<file path="src/rtl/key_event_uart_if.sv">
// key_event_uart_if
// Bundles the keyboard-sniffer inputs and the status/serial outputs of
// key_event_uart.
//   master : the sniffer side; drives modifier/keycode, observes status
//   slave  : key_event_uart itself
// Signals:
//   modifier[7:0]   HID modifier byte (bit1 LShift, bit5 RShift)
//   keycode[7:0]    first HID usage ID, 0x00 = no key
//   uart_tx         8N1 serial out, idle high
//   tx_busy         frame in progress
//   fifo_count      bytes queued, $clog2(FIFO_DEPTH)+1 bits
//   overflow        sticky drop flag
//   event_strobe    one-cycle pulse per accepted press
interface key_event_uart_if #(
    parameter int FIFO_DEPTH = 16
);
    localparam int CW = $clog2(FIFO_DEPTH) + 1;

    logic [7:0]    modifier;
    logic [7:0]    keycode;
    logic          uart_tx;
    logic          tx_busy;
    logic [CW-1:0] fifo_count;
    logic          overflow;
    logic          event_strobe;

    modport master (
        output modifier, keycode,
        input  uart_tx, tx_busy, fifo_count, overflow, event_strobe
    );

    modport slave (
        input  modifier, keycode,
        output uart_tx, tx_busy, fifo_count, overflow, event_strobe
    );
endinterface

</file>
<file path="src/rtl/key_event_uart.sv">
// key_event_uart
// Turns HID key presses from the keyboard sniffer into ASCII and sends them
// out as 8N1 UART, buffered through a small byte FIFO.
// Ports:
//   clk   system clock
//   rst   synchronous reset, active-high
//   bus   key_event_uart_if.slave (modifier, keycode in; uart_tx, tx_busy,
//         fifo_count, overflow, event_strobe out)
// Parameters: CLK_HZ, BAUD (bit period = CLK_HZ/BAUD cycles), FIFO_DEPTH
// (power of two, >= 4).
// Build option: define CRLF_EN to make Enter (0x28) emit 0x0D 0x0A instead
// of 0x0D alone.
//
// TX FSM
//   state   | meaning
//   S_IDLE  | line high, waiting for a queued byte
//   S_START | start bit (0)
//   S_DATA  | 8 data bits, LSB first
//   S_STOP  | stop bit (1); chains straight into S_START if more is queued
module key_event_uart #(
    parameter int CLK_HZ     = 50000000,
    parameter int BAUD       = 115200,
    parameter int FIFO_DEPTH = 16
) (
    input  logic           clk,
    input  logic           rst,
    key_event_uart_if.slave bus
);
    localparam int DIVISOR = CLK_HZ / BAUD;
    localparam int AW      = $clog2(FIFO_DEPTH);
    localparam int CW      = AW + 1;
    localparam int BW      = (DIVISOR > 1) ? $clog2(DIVISOR) : 1;
    localparam logic [BW-1:0] BAUD_LAST = BW'(DIVISOR - 1);
    localparam logic [CW-1:0] DEPTH_C   = CW'(FIFO_DEPTH);

    typedef enum logic [1:0] {
        S_IDLE,
        S_START,
        S_DATA,
        S_STOP
    } tx_state_t;

    // ------------------------------------------------------------------
    // Input stage and event detection
    // ------------------------------------------------------------------
    logic [7:0] kc_q;
    logic [7:0] mod_q;
    logic [7:0] prev_kc;
    logic       ev_det;
    logic       shift;
    logic [7:0] ascii;

    always_ff @(posedge clk) begin
        if (rst) begin
            kc_q    <= 8'h00;
            mod_q   <= 8'h00;
            prev_kc <= 8'h00;
        end else begin
            kc_q    <= bus.keycode;
            mod_q   <= bus.modifier;
            prev_kc <= kc_q;
        end
    end

    // 0x01..0x03 are rollover/error codes, 0x39 is Caps Lock.
    assign ev_det = (kc_q != prev_kc) && (kc_q >= 8'h04) && (kc_q != 8'h39);

    always_comb begin
        shift = mod_q[1] | mod_q[5];
        ascii = 8'h3F;
        if (kc_q >= 8'h04 && kc_q <= 8'h1D) begin
            ascii = (shift ? 8'h41 : 8'h61) + (kc_q - 8'h04);
        end else if (kc_q >= 8'h1E && kc_q <= 8'h26) begin
            ascii = 8'h31 + (kc_q - 8'h1E);
        end else begin
            case (kc_q)
                8'h27:   ascii = 8'h30;
                8'h28:   ascii = 8'h0D;
                8'h2A:   ascii = 8'h08;
                8'h2B:   ascii = 8'h09;
                8'h2C:   ascii = 8'h20;
                default: ascii = 8'h3F;
            endcase
        end
    end

    logic       ev_q;
    logic [7:0] ev_byte;
`ifdef CRLF_EN
    logic       ev_cr;
`endif

    always_ff @(posedge clk) begin
        if (rst) begin
            ev_q    <= 1'b0;
            ev_byte <= 8'h00;
`ifdef CRLF_EN
            ev_cr   <= 1'b0;
`endif
        end else begin
            ev_q    <= ev_det;
            ev_byte <= ascii;
`ifdef CRLF_EN
            ev_cr   <= (kc_q == 8'h28);
`endif
        end
    end

    // ------------------------------------------------------------------
    // FIFO write selection
    // ------------------------------------------------------------------
    logic [CW-1:0] count;
    logic [AW-1:0] wr_ptr;
    logic [AW-1:0] rd_ptr;
    logic          overflow_q;
    logic          pop;
    logic          push;
    logic          wr_en;
    logic [7:0]    wr_data;
    logic          space_ok;
    logic          ovf_set;

`ifdef CRLF_EN
    // lf_pend: the 0x0A half of a CR/LF pair goes in this cycle; its slot
    // was reserved when the 0x0D was accepted. An event landing in that
    // cycle parks in the held register for one cycle.
    logic          lf_pend;
    logic          held_v;
    logic [7:0]    held_byte;
    logic          held_cr;
    logic          wr_pair;
    logic          hold_new;
    logic          drop_new;
    logic [CW:0]   free_slots;

    always_comb begin
        wr_en    = 1'b0;
        wr_data  = 8'h00;
        wr_pair  = 1'b0;
        hold_new = 1'b0;
        drop_new = 1'b0;
        if (lf_pend) begin
            wr_en   = 1'b1;
            wr_data = 8'h0A;
            if (ev_q) begin
                if (held_v) drop_new = 1'b1;
                else        hold_new = 1'b1;
            end
        end else if (held_v) begin
            wr_en   = 1'b1;
            wr_data = held_byte;
            wr_pair = held_cr;
            if (ev_q) hold_new = 1'b1;
        end else if (ev_q) begin
            wr_en   = 1'b1;
            wr_data = ev_byte;
            wr_pair = ev_cr;
        end
    end

    assign free_slots = {1'b0, DEPTH_C} - {1'b0, count} + {{CW{1'b0}}, pop};
    assign space_ok   = wr_pair ? (free_slots >= (CW+1)'(2))
                                : (free_slots >= (CW+1)'(1));
    assign push       = wr_en && space_ok;
    assign ovf_set    = (wr_en && !space_ok) || drop_new;

    always_ff @(posedge clk) begin
        if (rst) begin
            lf_pend   <= 1'b0;
            held_v    <= 1'b0;
            held_byte <= 8'h00;
            held_cr   <= 1'b0;
        end else begin
            lf_pend <= push && wr_pair;
            if (hold_new) begin
                held_v    <= 1'b1;
                held_byte <= ev_byte;
                held_cr   <= ev_cr;
            end else if (!lf_pend && held_v) begin
                held_v <= 1'b0;
            end
        end
    end
`else
    assign wr_en    = ev_q;
    assign wr_data  = ev_byte;
    assign space_ok = (count < DEPTH_C) || pop;
    assign push     = wr_en && space_ok;
    assign ovf_set  = wr_en && !space_ok;
`endif

    // ------------------------------------------------------------------
    // FIFO storage and pointers
    // ------------------------------------------------------------------
    logic [7:0] mem [FIFO_DEPTH];
    logic [7:0] rd_data;
    logic       fifo_ne;

    assign fifo_ne = (count != '0);
    assign rd_data = mem[rd_ptr];

    always_ff @(posedge clk) begin
        if (push) mem[wr_ptr] <= wr_data;
    end

    always_ff @(posedge clk) begin
        if (rst) begin
            wr_ptr     <= '0;
            rd_ptr     <= '0;
            count      <= '0;
            overflow_q <= 1'b0;
        end else begin
            if (push) wr_ptr <= wr_ptr + AW'(1);
            if (pop)  rd_ptr <= rd_ptr + AW'(1);
            case ({push, pop})
                2'b10:   count <= count + CW'(1);
                2'b01:   count <= count - CW'(1);
                default: count <= count;
            endcase
            if (ovf_set) overflow_q <= 1'b1;
        end
    end

    // ------------------------------------------------------------------
    // TX FSM
    // ------------------------------------------------------------------
    tx_state_t     state;
    logic [BW-1:0] baud_cnt;
    logic [2:0]    bit_cnt;
    logic [7:0]    shreg;
    logic          tx_q;
    logic          busy_q;
    logic          baud_end;

    assign baud_end = (baud_cnt == BAUD_LAST);
    assign pop      = fifo_ne && ((state == S_IDLE) || (state == S_STOP && baud_end));

    always_ff @(posedge clk) begin
        if (rst) begin
            state    <= S_IDLE;
            baud_cnt <= '0;
            bit_cnt  <= 3'd0;
            shreg    <= 8'h00;
            tx_q     <= 1'b1;
            busy_q   <= 1'b0;
        end else begin
            case (state)
                S_IDLE: begin
                    if (fifo_ne) begin
                        shreg    <= rd_data;
                        baud_cnt <= '0;
                        tx_q     <= 1'b0;
                        busy_q   <= 1'b1;
                        state    <= S_START;
                    end
                end
                S_START: begin
                    if (baud_end) begin
                        baud_cnt <= '0;
                        bit_cnt  <= 3'd0;
                        tx_q     <= shreg[0];
                        state    <= S_DATA;
                    end else begin
                        baud_cnt <= baud_cnt + BW'(1);
                    end
                end
                S_DATA: begin
                    if (baud_end) begin
                        baud_cnt <= '0;
                        if (bit_cnt == 3'd7) begin
                            tx_q  <= 1'b1;
                            state <= S_STOP;
                        end else begin
                            bit_cnt <= bit_cnt + 3'd1;
                            shreg   <= {1'b0, shreg[7:1]};
                            tx_q    <= shreg[1];
                        end
                    end else begin
                        baud_cnt <= baud_cnt + BW'(1);
                    end
                end
                S_STOP: begin
                    if (baud_end) begin
                        baud_cnt <= '0;
                        if (fifo_ne) begin
                            // same-cycle pop keeps frames back-to-back
                            shreg <= rd_data;
                            tx_q  <= 1'b0;
                            state <= S_START;
                        end else begin
                            busy_q <= 1'b0;
                            state  <= S_IDLE;
                        end
                    end else begin
                        baud_cnt <= baud_cnt + BW'(1);
                    end
                end
                default: begin
                    state  <= S_IDLE;
                    tx_q   <= 1'b1;
                    busy_q <= 1'b0;
                end
            endcase
        end
    end

    assign bus.uart_tx      = tx_q;
    assign bus.tx_busy      = busy_q;
    assign bus.fifo_count   = count;
    assign bus.overflow     = overflow_q;
    assign bus.event_strobe = ev_q;
endmodule

</file>
<file path="src/flat_wrapper.sv">
// flat-port wrapper written by rule: the top's interface ports become plain ports
module key_event_uart_flat 
#(
    parameter int CLK_HZ     = 50000000,
    parameter int BAUD       = 115200,
    parameter int FIFO_DEPTH = 16
)
  (clk, rst, bus_modifier, bus_keycode, bus_uart_tx, bus_tx_busy, bus_fifo_count, bus_overflow, bus_event_strobe);
  key_event_uart_if #(.FIFO_DEPTH(FIFO_DEPTH)) bus_i ();
  input  logic clk;
  input  logic rst;
  input wire logic [$bits(bus_i.modifier)-1:0] bus_modifier;
  input wire logic [$bits(bus_i.keycode)-1:0] bus_keycode;
  output wire logic [$bits(bus_i.uart_tx)-1:0] bus_uart_tx;
  output wire logic [$bits(bus_i.tx_busy)-1:0] bus_tx_busy;
  output wire logic [$bits(bus_i.fifo_count)-1:0] bus_fifo_count;
  output wire logic [$bits(bus_i.overflow)-1:0] bus_overflow;
  output wire logic [$bits(bus_i.event_strobe)-1:0] bus_event_strobe;
  assign bus_i.modifier = bus_modifier;
  assign bus_i.keycode = bus_keycode;
  assign bus_uart_tx = bus_i.uart_tx;
  assign bus_tx_busy = bus_i.tx_busy;
  assign bus_fifo_count = bus_i.fifo_count;
  assign bus_overflow = bus_i.overflow;
  assign bus_event_strobe = bus_i.event_strobe;
  key_event_uart #(.CLK_HZ(CLK_HZ), .BAUD(BAUD), .FIFO_DEPTH(FIFO_DEPTH)) u_core (.clk(clk), .rst(rst), .bus(bus_i));
endmodule
</file>
<file path="config.mk">
export PLATFORM = sky130hd
export DESIGN_NAME = key_event_uart_flat
export DESIGN_NICKNAME = d
export VERILOG_FILES = /design/src/rtl/key_event_uart_if.sv /design/src/rtl/key_event_uart.sv /design/src/flat_wrapper.sv
export SDC_FILE = /design/constraint.sdc
export NUM_CORES = 1
export LEC_CHECK = 0
export BUFFER_PORTS_ARGS = -buffer_cell sky130_fd_sc_hd__buf_2
export CORE_MARGIN = 2
export CORE_UTILIZATION = 45
export CTS_CLUSTER_SIZE = 12
export DETAILED_ROUTE_END_ITERATION = 16
export HOLD_SLACK_MARGIN = 0.05
export PLACE_DENSITY = 0.7
export SLEW_MARGIN = 20
export SYNTH_ARGS = -nofsm -noshare
export SYNTH_HDL_FRONTEND = slang
export SYNTH_SLANG_ARGS = --single-unit
</file>
<file path="constraint.sdc">
create_clock -name clk -period 4.67 [get_ports clk]
set_input_delay 0.467 -clock clk [delete_from_list [all_inputs] [get_ports clk]]
set_output_delay 0.467 -clock clk [all_outputs]
set_load 0.005 [all_outputs]
</file>
**Word-level counts from Yosys, hierarchy flattened**

Memory sizes are Yosys's and may differ from the RTL's. A register that Yosys moved wholly into a read port is not among the register bits.
Index checks and enable logic that the tools add are counted.

- Memories: 1
- Output and inout bits: 9
- Flip-flop bits (word level): 69
- Bits of input ports: 18
- Logic and storage cells: 114
- RAM bits: 128

Memory list:

| name | words | bits a word | read ports | clocked after memory_dff | write ports | line | RTL |
|---|---|---|---|---|---|---|---|
| u_core.mem | 16 | 8 | 1 | 1 | 1 | key_event_uart.sv:195 | `logic [7:0] mem [FIFO_DEPTH];` |

- Reductions and logical operators: 23
- Eq/ne operators: 21
- Multiplexer cells: 38
- Order comparisons: 5
- Bitwise operators: 1
- Add/sub/neg operators: 10

Operator list:

| operator | count |
|---|---|
| $mux W8 | 6 |
| $eq A8 B6 Y1 const B | 5 |
| $pmux W6 S5 | 1 |
| $pmux W8 S3 | 1 |
| $mux W9 | 2 |
| $pmux W9 S2 | 1 |
| $reduce_and A4 Y1 | 3 |
| $mux W1 | 11 |
| $mux W2 | 5 |
| $ne A2 B1 Y1 const B | 5 |
| $pmux W5 S2 | 1 |
| $add A9 B1 Y9 const B | 1 |
| $eq A9 B9 Y1 const B | 1 |
| $mux W3 | 3 |
| $add A4 B1 Y4 const B | 2 |
| $add A6 B8 Y8 const A | 1 |
| $add A8 B8 Y8 | 1 |
| $ge A8 B3 Y1 const B | 1 |
| $ge A8 B5 Y1 const B | 1 |
| $le A8 B5 Y1 const B | 1 |
| $le A8 B6 Y1 const B | 1 |
| $logic_and A1 B1 Y1 | 8 |
| $mux W4 | 2 |
| $ne A8 B6 Y1 const B | 1 |
| 26 further kinds | 33 |

**Longest topological paths before layout**

- Depth after elaboration: 8
- Gate-level depth with buffers: 16
- Gate-level depth less buffers: 14

**Least setup slack after synthesis**

OpenSTA, ideal clock, no wires.

- Kind: reg2reg
- Start point: register u_core.state[0]
- End point: register u_core.count[4], in the netlist u_core.bus.fifo_count[4]
- Clock period less this slack: 3.435 ns
- Data required time: 4.549 ns
- Path buffers: 3
- Setup time: 0.121 ns
- Path slack: 1.235 ns
- Stages on the path, launching flop included: 17
- Data arrival time: 3.314 ns
- Cell sequence: dfxtp_1 > inv_1 > ha_1 > clkbuf_1 > a311o_1 > and2_1 > buf_2 > inv_1 > ha_1 > clkbuf_1 > xor2_1 > ha_1 > or3b_2 > a21oi_1 > o21bai_1 > a21oi_1 > mux2_2

- Cells in the longest elaborated chain, start to end: 8
- Elaborated cells between the ends (all ways): 11

Ends and longest elaborated chain:

| element | line | RTL |
|---|---|---|
| start: declaration | key_event_uart.sv:227 | `tx_state_t state;` |
| start signal: assignment | key_event_uart.sv:240 | `state <= S_IDLE;` |
| start signal: assignment | key_event_uart.sv:254 | `state <= S_START;` |
| start signal: assignment | key_event_uart.sv:262 | `state <= S_DATA;` |
| $eq A2 B2 Y1 | key_event_uart.sv:236 | `assign pop = fifo_ne && ((state == S_IDLE) \|\| (state == S_STOP && baud_end));` |
| $logic_and A1 B1 Y1 | key_event_uart.sv:236 |  |
| $logic_or A1 B1 Y1 (*) | key_event_uart.sv:236 |  |
| $logic_and A1 B1 Y1 (*) | key_event_uart.sv:236 |  |
| $logic_or A1 B1 Y1 | key_event_uart.sv:187 | `assign space_ok = (count < DEPTH_C) \|\| pop;` |
| $logic_and A1 B1 Y1 | key_event_uart.sv:188 | `assign push = wr_en && space_ok;` |
| $eq A2 B1 Y1 or $eq A2 B2 Y1 (tied branches) | key_event_uart.sv:215 | `case ({push, pop})` |
| $pmux W5 S2 or $reduce_bool A2 Y1 (tied branches) | n/a |  |
| end signal: assignment | key_event_uart.sv:216 | `2'b10: count <= count + CW'(1);` |
| end signal: assignment | key_event_uart.sv:217 | `2'b01: count <= count - CW'(1);` |
| end signal: assignment | key_event_uart.sv:218 | `default: count <= count;` |
| end: declaration | key_event_uart.sv:112 | `logic [CW-1:0] count;` |

Every way passes the cells marked *; elsewhere a longest branch is shown, timed or not.
A chain may end at the register's enable or synchronous reset.

**Final worst setup path**

- Start point: register u_core.baud_cnt[1]
- End point: register u_core.count[4], in the netlist u_core.bus.fifo_count[4]

- Cells in the longest elaborated chain, start to end: 8
- Elaborated cells between the ends (all ways): 10

Ends and longest elaborated chain:

| element | line | RTL |
|---|---|---|
| start: declaration | key_event_uart.sv:228 | `logic [BW-1:0] baud_cnt;` |
| start signal: assignment | key_event_uart.sv:264 | `baud_cnt <= baud_cnt + BW'(1);` |
| start signal: assignment | key_event_uart.sv:279 | `baud_cnt <= baud_cnt + BW'(1);` |
| start signal: assignment | key_event_uart.sv:295 | `baud_cnt <= baud_cnt + BW'(1);` |
| $eq A9 B9 Y1 (*) | key_event_uart.sv:235 | `assign baud_end = (baud_cnt == BAUD_LAST);` |
| $logic_and A1 B1 Y1 (*) | key_event_uart.sv:236 |  |
| $logic_or A1 B1 Y1 (*) | key_event_uart.sv:236 |  |
| $logic_and A1 B1 Y1 (*) | key_event_uart.sv:236 |  |
| $logic_or A1 B1 Y1 | key_event_uart.sv:187 |  |
| $logic_and A1 B1 Y1 | key_event_uart.sv:188 |  |
| $eq A2 B1 Y1 or $eq A2 B2 Y1 (tied branches) | key_event_uart.sv:215 |  |
| $pmux W5 S2 or $reduce_bool A2 Y1 (tied branches) | n/a |  |

Marks and branches as above.

==> results.toml <==
[global_routing]
grt_pass1_vias = 5442
grt_use_total_pct = 17.4
grt_max_degree = 63
grt_pass1_wl_um = 27500
antenna_found_initial = 0
grt_overflow = 0

[detailed_routing]
drc = 0
vias = 5503
dr.pass1.iters = 5
wire_per_inst_um = 18.0
ant_nets = 0
drt_iter0_drc = 400
finalWirelength_um = 17400
vias_per_cell = 5.69

[setup_path]
cp_data_arrival_time_ps = 3950
crit_fanout = 8
startpoint_type = "flip-flop"
path_common_cell = "ha_1"
worstSetupPathType = "reg2reg"
endpoint_kind = "flip-flop"
r2r-start = "u_core.baud_cnt[1]"
reg2reg_to = "u_core.bus.fifo_count[4]"
cp_slowest_stage_delay_ps = 450
cp_slowest_cell = "or3b_2"
crit_required_ps = 4990
worstPathCellList = "inv_1 -> ha_1 -> and4bb_1 -> a311o_1 -> and2_1 -> inv_1 -> ha_1 -> xor2_1 -> ha_1 -> or3b_2 -> a21oi_1 -> o21bai_1 -> a21oi_1 -> mux2_2"
ff2ff_path_depth = 14
ff2ff_setup_slack_ps = 1040

[job]
drv_cap = 0

[logic_synthesis]
synth_edf_count = 128
ys_ff_latch = 197
synthCells = 678
yosysWarnings = 0
async_flop_share_pct = 0
synth_ff_type = "edfxtp_1"
syn-cell-area_sq_mm = 0.00886
avgSynthCellArea_sq_um = 13.1
synth_nets = 729
yosysUniqueCellTypes = 79
ys_seq_area_share_pct = 59.0

[layout]
fin_cells = 967
multi_input_area_sq_mm = 0.00334
final_util_pct = 50.0
drive_above_1_share_pct = 14.8
nNetsFinal = 740
syn_to_final_growth_pct = 9.38
nFillCells = 1671
final_cell_mix = "128 x edfxtp_1, 68 x dfxtp_1, 64 x nor2_1"
seqCellArea_sq_mm = 0.00523
antenna_cells = 0
layout_commonest_cell = "edfxtp_1"

[hold_path]
whs_endpoint = "u_core.kc_q[3]"
hold_depth = 2
hold_class = "in2reg"
hp-start = "bus_keycode[3]"

[run_status]
status = "finished, final reports clean"

[timing]
rsz0062_at_grt = "false"
finalHoldViolations = 0
max-slew-margin-rel_pct = 34.0
clock.fmax_mhz = 276
finalMaxSlewViolations = 0
min_period_ps = 3630
fin_skew_ps = 9.13
finalSetupViolCount = 0
tightest_slew_ps = 989
setup_slack_ps = 1040
setup_tns_ps = 0
post-route-period-util_pct = 77.7

[cts]
cts_buffers = 17
clock-root-buffer = "clkbuf_16"
cts-resized-gates = 0
tritoncts = "done"
worstSkewPairLatency_ps = 430
htree_levels = 4
cts.clk_slew.worst_paths_ps = 70
cts_max_path_buffers = 2
clock_sinks = 197
cts_setup_buffers = 0
holdBufCountCts = 0

[pwr]
ir_drop_v = 0.000271
cellPowerDensity_mw_per_mm2 = 491
p_leak_nw = 3.41

[placed_design]
gp_congestion = 0.898
pre_cts_ws_ps = 1090
dp_hpwl_um = 11700
place_inst = 935
portBuffers = 20

[floorplan]
core_area_sq_mm = 0.0194
io_pins = 27
die_w_um = 144
fp-row-count = 51
die-area_sq_mm = 0.0208
initial_utilization_pct = 45.7
fp.dieH_um = 144
[sequential cells by signal (all words and copies together), names as in the netlist, named ones only]
register / cells
u_core.bus.uart_tx: 1
u_core.shreg: 8
u_core.kc_q: 8
u_core.state: 2
u_core.bus.event_strobe: 1
u_core.ev_byte: 8
u_core.mem: 128
u_core.wr_ptr: 4
u_core.mod_q: 2
u_core.rd_ptr: 4
u_core.bus.overflow: 1
u_core.baud_cnt: 9
u_core.prev_kc: 8
u_core.bit_cnt: 3
u_core.bus.tx_busy: 1
u_core.bus.fifo_count: 5
[through the flow]
stage | cell area, sq um | total power [mW] | hold slack [ps]
finish | 9690 | 4.76 | 240
global route | 9690 | 5.01 | 249
CTS | 9680 | 4.77 | 236
detailed placement | 9130 | 3.40 | 457
global placement | 9130 | 3.35 | 447
floorplan | 8860 | 3.16 | 438
[cell type report]
class | instances | area share [%]
clock inverter | 14 | 1.29
clock buffer | 18 | 4.43
timing repair buffer | 27 | 1.58
multi-input combinational | 423 | 34.5
inverter | 23 | 0.891
sequential | 197 | 53.9
tap | 265 | 3.42
[cells in the mapped netlist, types with 3 or more instances]
| library cell | n | area [sq um] |
|---|---|---|
| o211ai_1 | 8 | 60.1 |
| and2_1 | 7 | 43.8 |
| buf_1 | 3 | 11.3 |
| xnor2_1 | 8 | 70.1 |
| o211ai_2 | 4 | 50.1 |
| a31oi_1 | 5 | 31.3 |
| edfxtp_1 | 128 | 3840 |
| or3_1 | 4 | 25.0 |
| nand3b_1 | 3 | 22.5 |
| a211oi_1 | 3 | 22.5 |
| nand3_1 | 14 | 70.1 |
| xor2_1 | 16 | 140 |
| o22ai_1 | 6 | 37.5 |
| inv_1 | 23 | 86.3 |
| nand2_1 | 32 | 120 |
| buf_6 | 5 | 56.3 |
| buf_2 | 7 | 35.0 |
| nor2b_1 | 19 | 119 |
| clkbuf_1 | 15 | 56.3 |
| mux4_1 | 9 | 236 |
| and3_1 | 3 | 18.8 |
| a21oi_1 | 38 | 190 |
| mux2_2 | 16 | 180 |
| dfxtp_1 | 69 | 1380 |
| o21a_1 | 3 | 22.5 |
| nand2b_1 | 6 | 37.5 |
| a22oi_1 | 6 | 45.0 |
| ha_1 | 33 | 413 |
| o21ai_0 | 19 | 95.1 |
| nor2_1 | 64 | 240 |
| mux4_2 | 14 | 315 |
| nor3_1 | 10 | 50.1 |
| mux2i_1 | 14 | 140 |
| nand4_1 | 5 | 31.3 |
[layer usage]
metal,global-route usage (%),part of all wire (%)
met5,0,0
met4,6.95,2.5
met3,2.95,4.4
met2,29.6,51
met1,22.3,42
[report_power, final]
part / total [mW] / internal, mW / switching, mW / leakage (nW)
clock network: 1.38 / 0.741 / 0.641 / 0.271
registers: 2.19 / 2.00 / 0.189 / 1.74
logic: 1.19 / 0.550 / 0.642 / 1.40
[worst max path at each step]
stage / from / end / slack, ps
6_report: u_core.baud_cnt[1] / u_core.bus.fifo_count[4] / 1040
5_1_grt: u_core.baud_cnt[1] / u_core.bus.fifo_count[4] / 800
4_1_cts: u_core.baud_cnt[1] / u_core.bus.fifo_count[4] / 1060
3_5_place_dp: u_core.baud_cnt[1] / u_core.bus.fifo_count[4] / 1090
3_3_place_gp: u_core.baud_cnt[1] / u_core.bus.fifo_count[4] / 1150
2_1_floorplan: u_core.state[0] / u_core.bus.fifo_count[4] / 1240
[kinds of logic (layout without fill, tap and decap cells)]
logic type      Yosys count  after routing  synth area share, %
buf+inv                  58             82                 3.45
xor+xnor                 24             24                 2.37
compound gates          126            126                 9.74
fa+ha+maj                33             33                 4.66
mux                      53             53                 9.84
simple gates            187            187                 11.0
flops                   197            197                 59.0
[critical path, delay by kind of cell (launching register included)]
| kind | cells | cell delay, ps |
|---|---|---|
| xor gates and xnor gates | 1 | 120 |
| and+or+nand+nor | 3 | 950 |
| adders and majority gates | 3 | 740 |
| buffers and inverters | 2 | 170 |
| DFF | 1 | 400 |
| muxes | 1 | 350 |
| AOI/OAI and AO/OA | 4 | 790 |
(Power assumes the default switching activity.)
